<file path="src/rtl/riscv_pkg.sv">
// Shared definitions for the core: datapath width, load funct3 encodings and
// the write-back buffer state type.
package riscv_pkg;

  localparam int unsigned XLEN = 32;

  localparam logic [2:0] F3_LB  = 3'b000;
  localparam logic [2:0] F3_LH  = 3'b001;
  localparam logic [2:0] F3_LW  = 3'b010;
  localparam logic [2:0] F3_LBU = 3'b100;
  localparam logic [2:0] F3_LHU = 3'b101;

  typedef enum logic {
    StEmpty,
    StHeld
  } wb_state_t;

endpackage

</file>
<file path="src/rtl/load_ext.sv">
// Load data extender: picks the byte/half addressed by the offset and sign- or
// zero-extends it according to funct3. Purely combinational.
module load_ext #(
  parameter int unsigned XLEN = riscv_pkg::XLEN
) (
  input  logic [XLEN-1:0] data,
  input  logic [2:0]      funct3,
  input  logic [1:0]      offset,
  output logic [XLEN-1:0] ext_data
);
  import riscv_pkg::*;

  logic [7:0]  byte_sel;
  logic [15:0] half_sel;

  always_comb begin
    unique case (offset)
      2'd0:    byte_sel = data[7:0];
      2'd1:    byte_sel = data[15:8];
      2'd2:    byte_sel = data[23:16];
      default: byte_sel = data[31:24];
    endcase
    half_sel = offset[1] ? data[31:16] : data[15:0];
  end

  // Unlisted funct3 codes fall through to a plain word load.
  always_comb begin
    case (funct3)
      F3_LB:   ext_data = {{(XLEN - 8){byte_sel[7]}}, byte_sel};
      F3_LH:   ext_data = {{(XLEN - 16){half_sel[15]}}, half_sel};
      F3_LBU:  ext_data = {{(XLEN - 8){1'b0}}, byte_sel};
      F3_LHU:  ext_data = {{(XLEN - 16){1'b0}}, half_sel};
      default: ext_data = data;
    endcase
  end

endmodule

</file>
<file path="src/rtl/wb_stage.sv">
// Write-back stage: merges ALU and load results into the single register-file
// write port, parking a colliding load in a one-entry buffer; counts retirements.
module wb_stage #(
  parameter int unsigned XLEN = riscv_pkg::XLEN,
  parameter int unsigned NUM  = 32,
  localparam int unsigned AW  = $clog2(NUM)
) (
  input  logic            clock,
  input  logic            reset_n,
  input  logic            alu_valid,
  input  logic [AW-1:0]   alu_rd,
  input  logic [XLEN-1:0] alu_data,
  input  logic            lsu_valid,
  output logic            lsu_ready,
  input  logic [AW-1:0]   lsu_rd,
  input  logic [XLEN-1:0] lsu_data,
  input  logic [2:0]      lsu_funct3,
  input  logic [1:0]      lsu_offset,
  output logic [AW-1:0]   addr_w,
  output logic [XLEN-1:0] data_w,
  output logic            pend_valid,
  output logic [AW-1:0]   pend_rd,
  output logic [63:0]     instret
);
  import riscv_pkg::*;

  wb_state_t       state_q;
  logic [XLEN-1:0] buf_data_q;
  logic [XLEN-1:0] ext_data;
  logic            lsu_fire;

  load_ext #(
    .XLEN(XLEN)
  ) u_load_ext (
    .data    (lsu_data),
    .funct3  (lsu_funct3),
    .offset  (lsu_offset),
    .ext_data(ext_data)
  );

  assign lsu_ready  = (state_q == StEmpty);
  assign pend_valid = (state_q == StHeld);
  assign lsu_fire   = lsu_valid && lsu_ready;

  // ALU results can never stall, so they always win the write port; a load
  // arriving alongside one is parked until the first ALU-free cycle.
  always_ff @(posedge clock or negedge reset_n) begin
    if (!reset_n) begin
      state_q    <= StEmpty;
      buf_data_q <= '0;
      pend_rd    <= '0;
      addr_w     <= '0;
      data_w     <= '0;
      instret    <= '0;
    end else begin
      unique case (state_q)
        StEmpty: begin
          if (alu_valid) begin
            addr_w  <= alu_rd;
            data_w  <= alu_data;
            instret <= instret + 64'd1;
            if (lsu_fire) begin
              buf_data_q <= ext_data;
              pend_rd    <= lsu_rd;
              state_q    <= StHeld;
            end
          end else if (lsu_fire) begin
            addr_w  <= lsu_rd;
            data_w  <= ext_data;
            instret <= instret + 64'd1;
          end else begin
            addr_w <= '0;
          end
        end
        StHeld: begin
          if (alu_valid) begin
            addr_w <= alu_rd;
            data_w <= alu_data;
          end else begin
            addr_w  <= pend_rd;
            data_w  <= buf_data_q;
            pend_rd <= '0;
            state_q <= StEmpty;
          end
          instret <= instret + 64'd1;
        end
        default: state_q <= StEmpty;
      endcase
    end
  end

endmodule

</file>
<file path="config.mk">
export PLATFORM = sky130hd
export DESIGN_NAME = wb_stage
export DESIGN_NICKNAME = d
export VERILOG_FILES = /design/src/rtl/riscv_pkg.sv /design/src/rtl/load_ext.sv /design/src/rtl/wb_stage.sv
export SDC_FILE = /design/constraint.sdc
export NUM_CORES = 1
export LEC_CHECK = 0
export BUFFER_PORTS_ARGS = -buffer_cell sky130_fd_sc_hd__buf_2
export CORE_MARGIN = 4
export CORE_UTILIZATION = 53
export DETAILED_ROUTE_END_ITERATION = 10
export PLACE_DENSITY = 0.81
export SYNTH_ARGS = -nofsm -noshare
export SYNTH_HDL_FRONTEND = slang
export SYNTH_SLANG_ARGS = --single-unit
</file>
<file path="constraint.sdc">
create_clock -name clock -period 2.9 [get_ports clock]
set_clock_uncertainty 0.05 [all_clocks]
set_input_delay 0.58 -clock clock [delete_from_list [all_inputs] [get_ports clock]]
set_output_delay 0.58 -clock clock [all_outputs]
set_load 0.01 [all_outputs]
</file>
==> summary.txt, run 1 <==
CTS-repair resized insts: 0
core box area: 12600 um^2
CTS Buffer Depth: 2
CTS Sinks: 139
H-tree depth: 4
Post-Route WL: 19000 um
LEAKAGE: 4.13 nW
EDFF count, synth: 0
Pwr per Cell Area: 612 nW/um^2
critical path's largest stage delay: 0.40 ns
ys async rst share: 100%
Mean Syn Cell Area: 9.53 um^2
Hold Path Class: primary input to async pin
fin crit period: 2.41 ns
Final Util: 68.3%
busiest grt layer: met2
TritonRoute pass-1 iters: 6
ratio of cells with drive above 1 in the final layout: 28.9%
Area Overhead vs Synth: 26.3%
Diodes inserted: 0
met3 Usage GRT: 5.73%
Post-CTS Setup Inserts: 0
highest clock rate: 415 MHz
R2R depth: 6
Total Neg Setup Slack: 0 ns
Final GP Congestion: 0.931
crit-path cells: buf_4 > clkinv_1 > buf_2
slowest CP cell: dfrtp_1
dpl hpwl: 13600 um
syn nets: 800
Crit path depth: 3
total die area: 14800 um^2
met1 GRT Util: 34.5%
worst skew pair latency: 0.42 ns
Fillers: 1039
most numerous cell in the Yosys netlist: dfrtp_1
Worst IR Drop VDD: 0.327 mV
crit path DAT: 1.78 ns
global-route wire length before repair: 30500 um
actual slew at the worst max-slew pin: 0.988 ns
Via density: 5.62
relative slew slack: 33.1%
top post-synthesis cells by area: dfrtp_1 51%, nand2_1 5.5%, xnor2_1 5.3%
status: finished clean
RSZ-0062 raised after global routing: no
final worst path period share: 83.1%
Port Buffer Count: 190
Synth top area share: 51.0%
Cell Area, Synth: 6820 um^2
# DRC: 0
DR iter-0 viols: 535
GRT Resource Usage Total: 26.3%
Post-synth top cells: 139 x dfrtp_1, 100 x nand2_1, 64 x a21oi_1
Ports: 191
crit path launch type: flip-flop
worst setup path category: flip-flop to output pin
Synth Register Bits: 139
largest net degree at the start of global routing: 82
max-slew violations: 0
sequential area share after synthesis: 51.0%
initial antenna violation count: 1
Cell Rows: 41
yosys warns: 0
fin nets: 992
hold slack final: 0.138 ns
Buf+Inv Stages, Crit Path: 3
Critical Path RT: 2.27 ns
CP top delay family: buffers and inverters
hold_buf cts: 0
Cell variety after synth: 44
met2 Use GR: 42.5%
max_cap viols: 0
hold violation total from the final report: 0
CP Capture Type: output pin
Routed WL per cell: 17.4 um
crit path max fanout: 28
# setup viols final: 0
die height: 121 um
Synth area leader: dfrtp_1
die width: 121 um
total CTS buffers: 17
clk root buf: clkbuf_16
Routed Antenna Nets: 0
Clock transition at path regs: 0.06 ns
grt ovf: 0
number of global-route vias before repair: 6095
initial core utilization: 54.1%
Cells after Synth: 716
Most used DFF post-synth: dfrtp_1
detailed-route via count: 6132
CTS tree: done
==> cell usage in the layout, fill, tap and decap left out, drive strengths merged, types with 10 or more instances in the layout <==
| master | instances |
|---|---|
| a21oi | 64 |
| a22o | 17 |
| and2 | 20 |
| buf | 214 |
| clkbuf | 18 |
| dfrtp | 139 |
| mux2 | 13 |
| nand2 | 100 |
| nand3 | 33 |
| nand4 | 17 |
| nor2 | 32 |
| nor2b | 11 |
| nor3 | 25 |
| nor4 | 10 |
| o21ai | 51 |
| xnor2 | 41 |
| xor2 | 22 |
==> stage by stage <==
step | setup WS [ns] | total power, W | cell area (um^2) | std cells
floorplan | 0.618 | 0.00275 | 6820 | 716
global placement | 0.358 | 0.00312 | 8030 | 1061
detailed placement | 0.264 | 0.00314 | 8030 | 1061
CTS | 0.494 | 0.00530 | 8620 | 1091
global route | 0.376 | 0.00552 | 8620 | 1091
finish | 0.489 | 0.00527 | 8620 | 1091
==> sequential cells by signal, indices dropped and copies added (netlist names) <==
name	count
buf_data_q	32
instret	64
pend_rd	5
addr_w	5
pend_valid	1
data_w	32
==> where the power goes <==
part | internal, W | total [W] | leakage (nW) | switching, W
Clock | 0.00136 | 0.00217 | 0.283 | 0.000813
Sequential | 0.00214 | 0.00229 | 1.75 | 0.000148
Combinational | 0.000356 | 0.000815 | 2.10 | 0.000459
==> kinds of logic after synthesis <==
kind of cell	synth area share (%)
AND/OR/NAND/NOR	19.8
AO/OA/AOI/OAI	15.6
flip-flops	51.0
XOR/XNOR	8.09
buffers and inverters	2.86
multiplexers	2.48
adder cells (fa/ha/maj)	0.183
==> routing by layer <==
| metal | routed length (um) | share of wire (%) |
|---|---|---|
| met5 | 13 | 0.068 |
| met4 | 374 | 2.0 |
| met3 | 1460 | 7.6 |
| met2 | 9060 | 48 |
| met1 | 8130 | 43 |
==> worst paths after layout <==
check / slack, ns / end / start
max: 0.49 / lsu_ready / pend_valid
max reg2reg: 0.59 / instret[50] / instret[0]
max in group asynchronous: 1.88 / instret[52] / reset_n
min reg2reg: 0.42 / instret[63] / instret[63]
min in group clock: 0.35 / data_w[7] / alu_data[7]
min: 0.14 / instret[24] / reset_n
==> cell type report <==
class                           count  area, um^2  share of cell area, %
Clock inverter                     12         150                   1.74
Multi-Input combinational cell    526        3160                   36.7
Tap cell                          172         215                   2.50
Inverter                           10        37.5                  0.436
Clock buffer                       18         439                   5.10
Sequential cell                   139        3480                   40.4
Timing Repair Buffer              214        1140                   13.2
(Power assumes the default switching activity.)
==> run 2: changes to the inputs <==
Settings changed: CORE_UTILIZATION 53 to 48, PLACE_DENSITY 0.81 to 0.77.
Clock period 2.9 ns to 2.11 ns, I/O delays scaled along.
==> run 2 against run 1 <==
Compared with the run above:
- non-clock buffer count up 30
- cell count up 3.4%
- sequential cell count unchanged
- first-iteration DRC count down 19%
- worst setup slack worse by 0.41 ns
- worst hold slack better by 0.044 ns
- combinational power up 55%
- largest cell class unchanged
==> summary.txt, run 2 (synthesis results as in run 1) <==
final worst setup slack: 0.0832 ns (-0.406 ns)
CTS Buffer Depth: 2 (unchanged)
Post-Route WL: 20000 um (+5.2%)
total CTS buffers: 17 (unchanged)
max-slew violations: 0 (unchanged)
Biggest register: instret
worst setup path category: flip-flop to flip-flop
Port Buffer Count: 190 (unchanged)
core box area: 13900 um^2 (+10%)
Diodes inserted: 0 (unchanged)
CTS Sinks: 139 (unchanged)
H-tree depth: 4 (unchanged)
clk root buf: clkbuf_16
max_cap viols: 0 (unchanged)
Largest register FFs: 64 (unchanged)
top flop regs: instret x64, buf_data_q x32, data_w x32
LEAKAGE: 4.33 nW (+4.6%)
Ports: 191 (unchanged)
crit path DAT: 2.31 ns (+0.53 ns)
critical path's largest stage delay: 0.47 ns (+0.07 ns)
relative slew slack: 52.8% (+20 points)
pre-CTS WS: 0.0287 ns (-0.236 ns)
CP Capture Type: flip-flop
fin nets: 1022 (+3.0%)
number of global-route vias before repair: 6440 (+5.7%)
Routed WL per cell: 17.7 um (+1.7%)
Total Neg Setup Slack: 0 ns (unchanged)
grt ovf: 0 (unchanged)
Final GP Congestion: 0.914 (-1.8%)
ratio of cells with drive above 1 in the final layout: 32.6% (+3.7 points)
Critical Path RT: 2.39 ns (+0.12 ns)
Hold Path Class: primary input to flip-flop
worst skew pair latency: 0.42 ns (about the same)
die width: 127 um (+4.7%)
fin crit period: 2.03 ns
GRT Resource Usage Total: 25.0% (-1.3 points)
Clock transition at path regs: 0.06 ns (about the same)
final instance area: 8970 um^2 (+4.0%)
initial core utilization: 49.1% (-4.9 points)
DR iter-0 viols: 436 (-19%)
die height: 127 um (+4.7%)
final worst path period share: 96.1%
Routed Antenna Nets: 0 (unchanged)
crit path launch type: flip-flop
TritonRoute pass-1 iters: 5 (-1)
placed instance area: 8310 um^2 (+3.5%)
Via density: 5.66 (+0.66%)
# setup viols final: 0 (unchanged)
detailed-route via count: 6382 (+4.1%)
crit-path cells: nand3_1 > or3_4 > or4_4 > nor3_2 > xor2_1
largest net degree at the start of global routing: 44 (-46%)
dpl hpwl: 14600 um (+7.2%)
commonest non-fill, non-tap cell in the layout: buf_2
most frequent cells in the layout: 189 x buf_2, 137 x dfrtp_1, 100 x nand2_1
Area Overhead vs Synth: 31.4%
Worst IR Drop VDD: 0.509 mV (+56%)
hold violation total from the final report: 0 (unchanged)
initial antenna violation count: 2 (+1)
# DRC: 0 (unchanged)
highest clock rate: 493 MHz
Pwr per Cell Area: 829 nW/um^2 (+35%)
Cell Rows: 43 (+4.9%)
total die area: 16200 um^2 (+9.7%)
crit path max fanout: 4 (-86%)
status: finished clean
global-route wire length before repair: 32300 um (+6.0%)
slowest CP cell: or4_4
CTS tree: done
actual slew at the worst max-slew pin: 0.708 ns (-0.280 ns)
-- run 2: changes by cell type in the layout (fill, tap and decap cells not counted), sizes merged --
cell | previous run | this run
clkbuf | 18 | 21
dlygate4sd3 | 0 | 1
clkinv | 7 | 5
buf | 214 | 243
clkinvlp | 3 | 1
-- run 2: final timing paths --
check | start | end | slack (ns) | cells after the start
max in group asynchronous | reset_n | buf_data_q[9] | 1.01 | 3
hold reg to reg | instret[63] | instret[63] | 0.41 | 1
hold / removal | alu_rd[4] | addr_w[4] | 0.18 | 2
min in group asynchronous | reset_n | instret[37] | 0.40 | 2
setup reg to reg | instret[5] | instret[50] | 0.08 | 5
setup / recovery | instret[5] | instret[50] | 0.08 | 5
-- run 2: timing repair --
item / CTS / global route
endpoints found under the hold margin: 28 / 0
buffers inserted: 0 / 3
pin swaps: 0 / 1
hold buffers: 1 / 0
resized for setup: 1 / 9
endpoints found under the setup margin: 1 / 24
-- run 2: power breakdown --
group	internal (W)	total, W	switching (W)
sequential	0.00294	0.00312	0.000171
combinational	0.000575	0.00126	0.000689
clock	0.00195	0.00306	0.00110
-- run 2: layout make-up --
class                           count  area [um^2]
Sequential cell                   139         3480
Tap cell                          180          225
Fill cell                        1151         4910
Clock buffer                       21          480
Clock inverter                      8          118
Multi-Input combinational cell    526         3220
Timing Repair Buffer              244         1410
Inverter                           10         38.8
-- run 2: stage by stage --
step                hold slack (ns)  total power [W]  cells  utilization (%)
global route                  0.167          0.00775   1128             64.6
floorplan                    0.0764          0.00380    716                -
CTS                           0.172          0.00743   1125             64.2
detailed placement            0.278          0.00439   1095             59.8
global placement              0.275          0.00436   1095             59.8
finish                        0.182          0.00743   1128             64.6
-- run 2: layer usage --
metal	track usage [%]	wire, um	vias up	part of all wire (%)
met5	0	20	-	0.10
met4	7.00	274	4	1.4
met3	6.94	1680	30	8.4
met2	41.9	9770	297	49
met1	32.0	8270	3068	41
li1	-	-	2983	-
-- run 2: worst max-delay path: cells and delay by family (launching register included) --
family	cells	cell delay, ns
XOR/XNOR	1	0.21
flip-flops	1	0.40
AND/OR/NAND/NOR	4	1.28
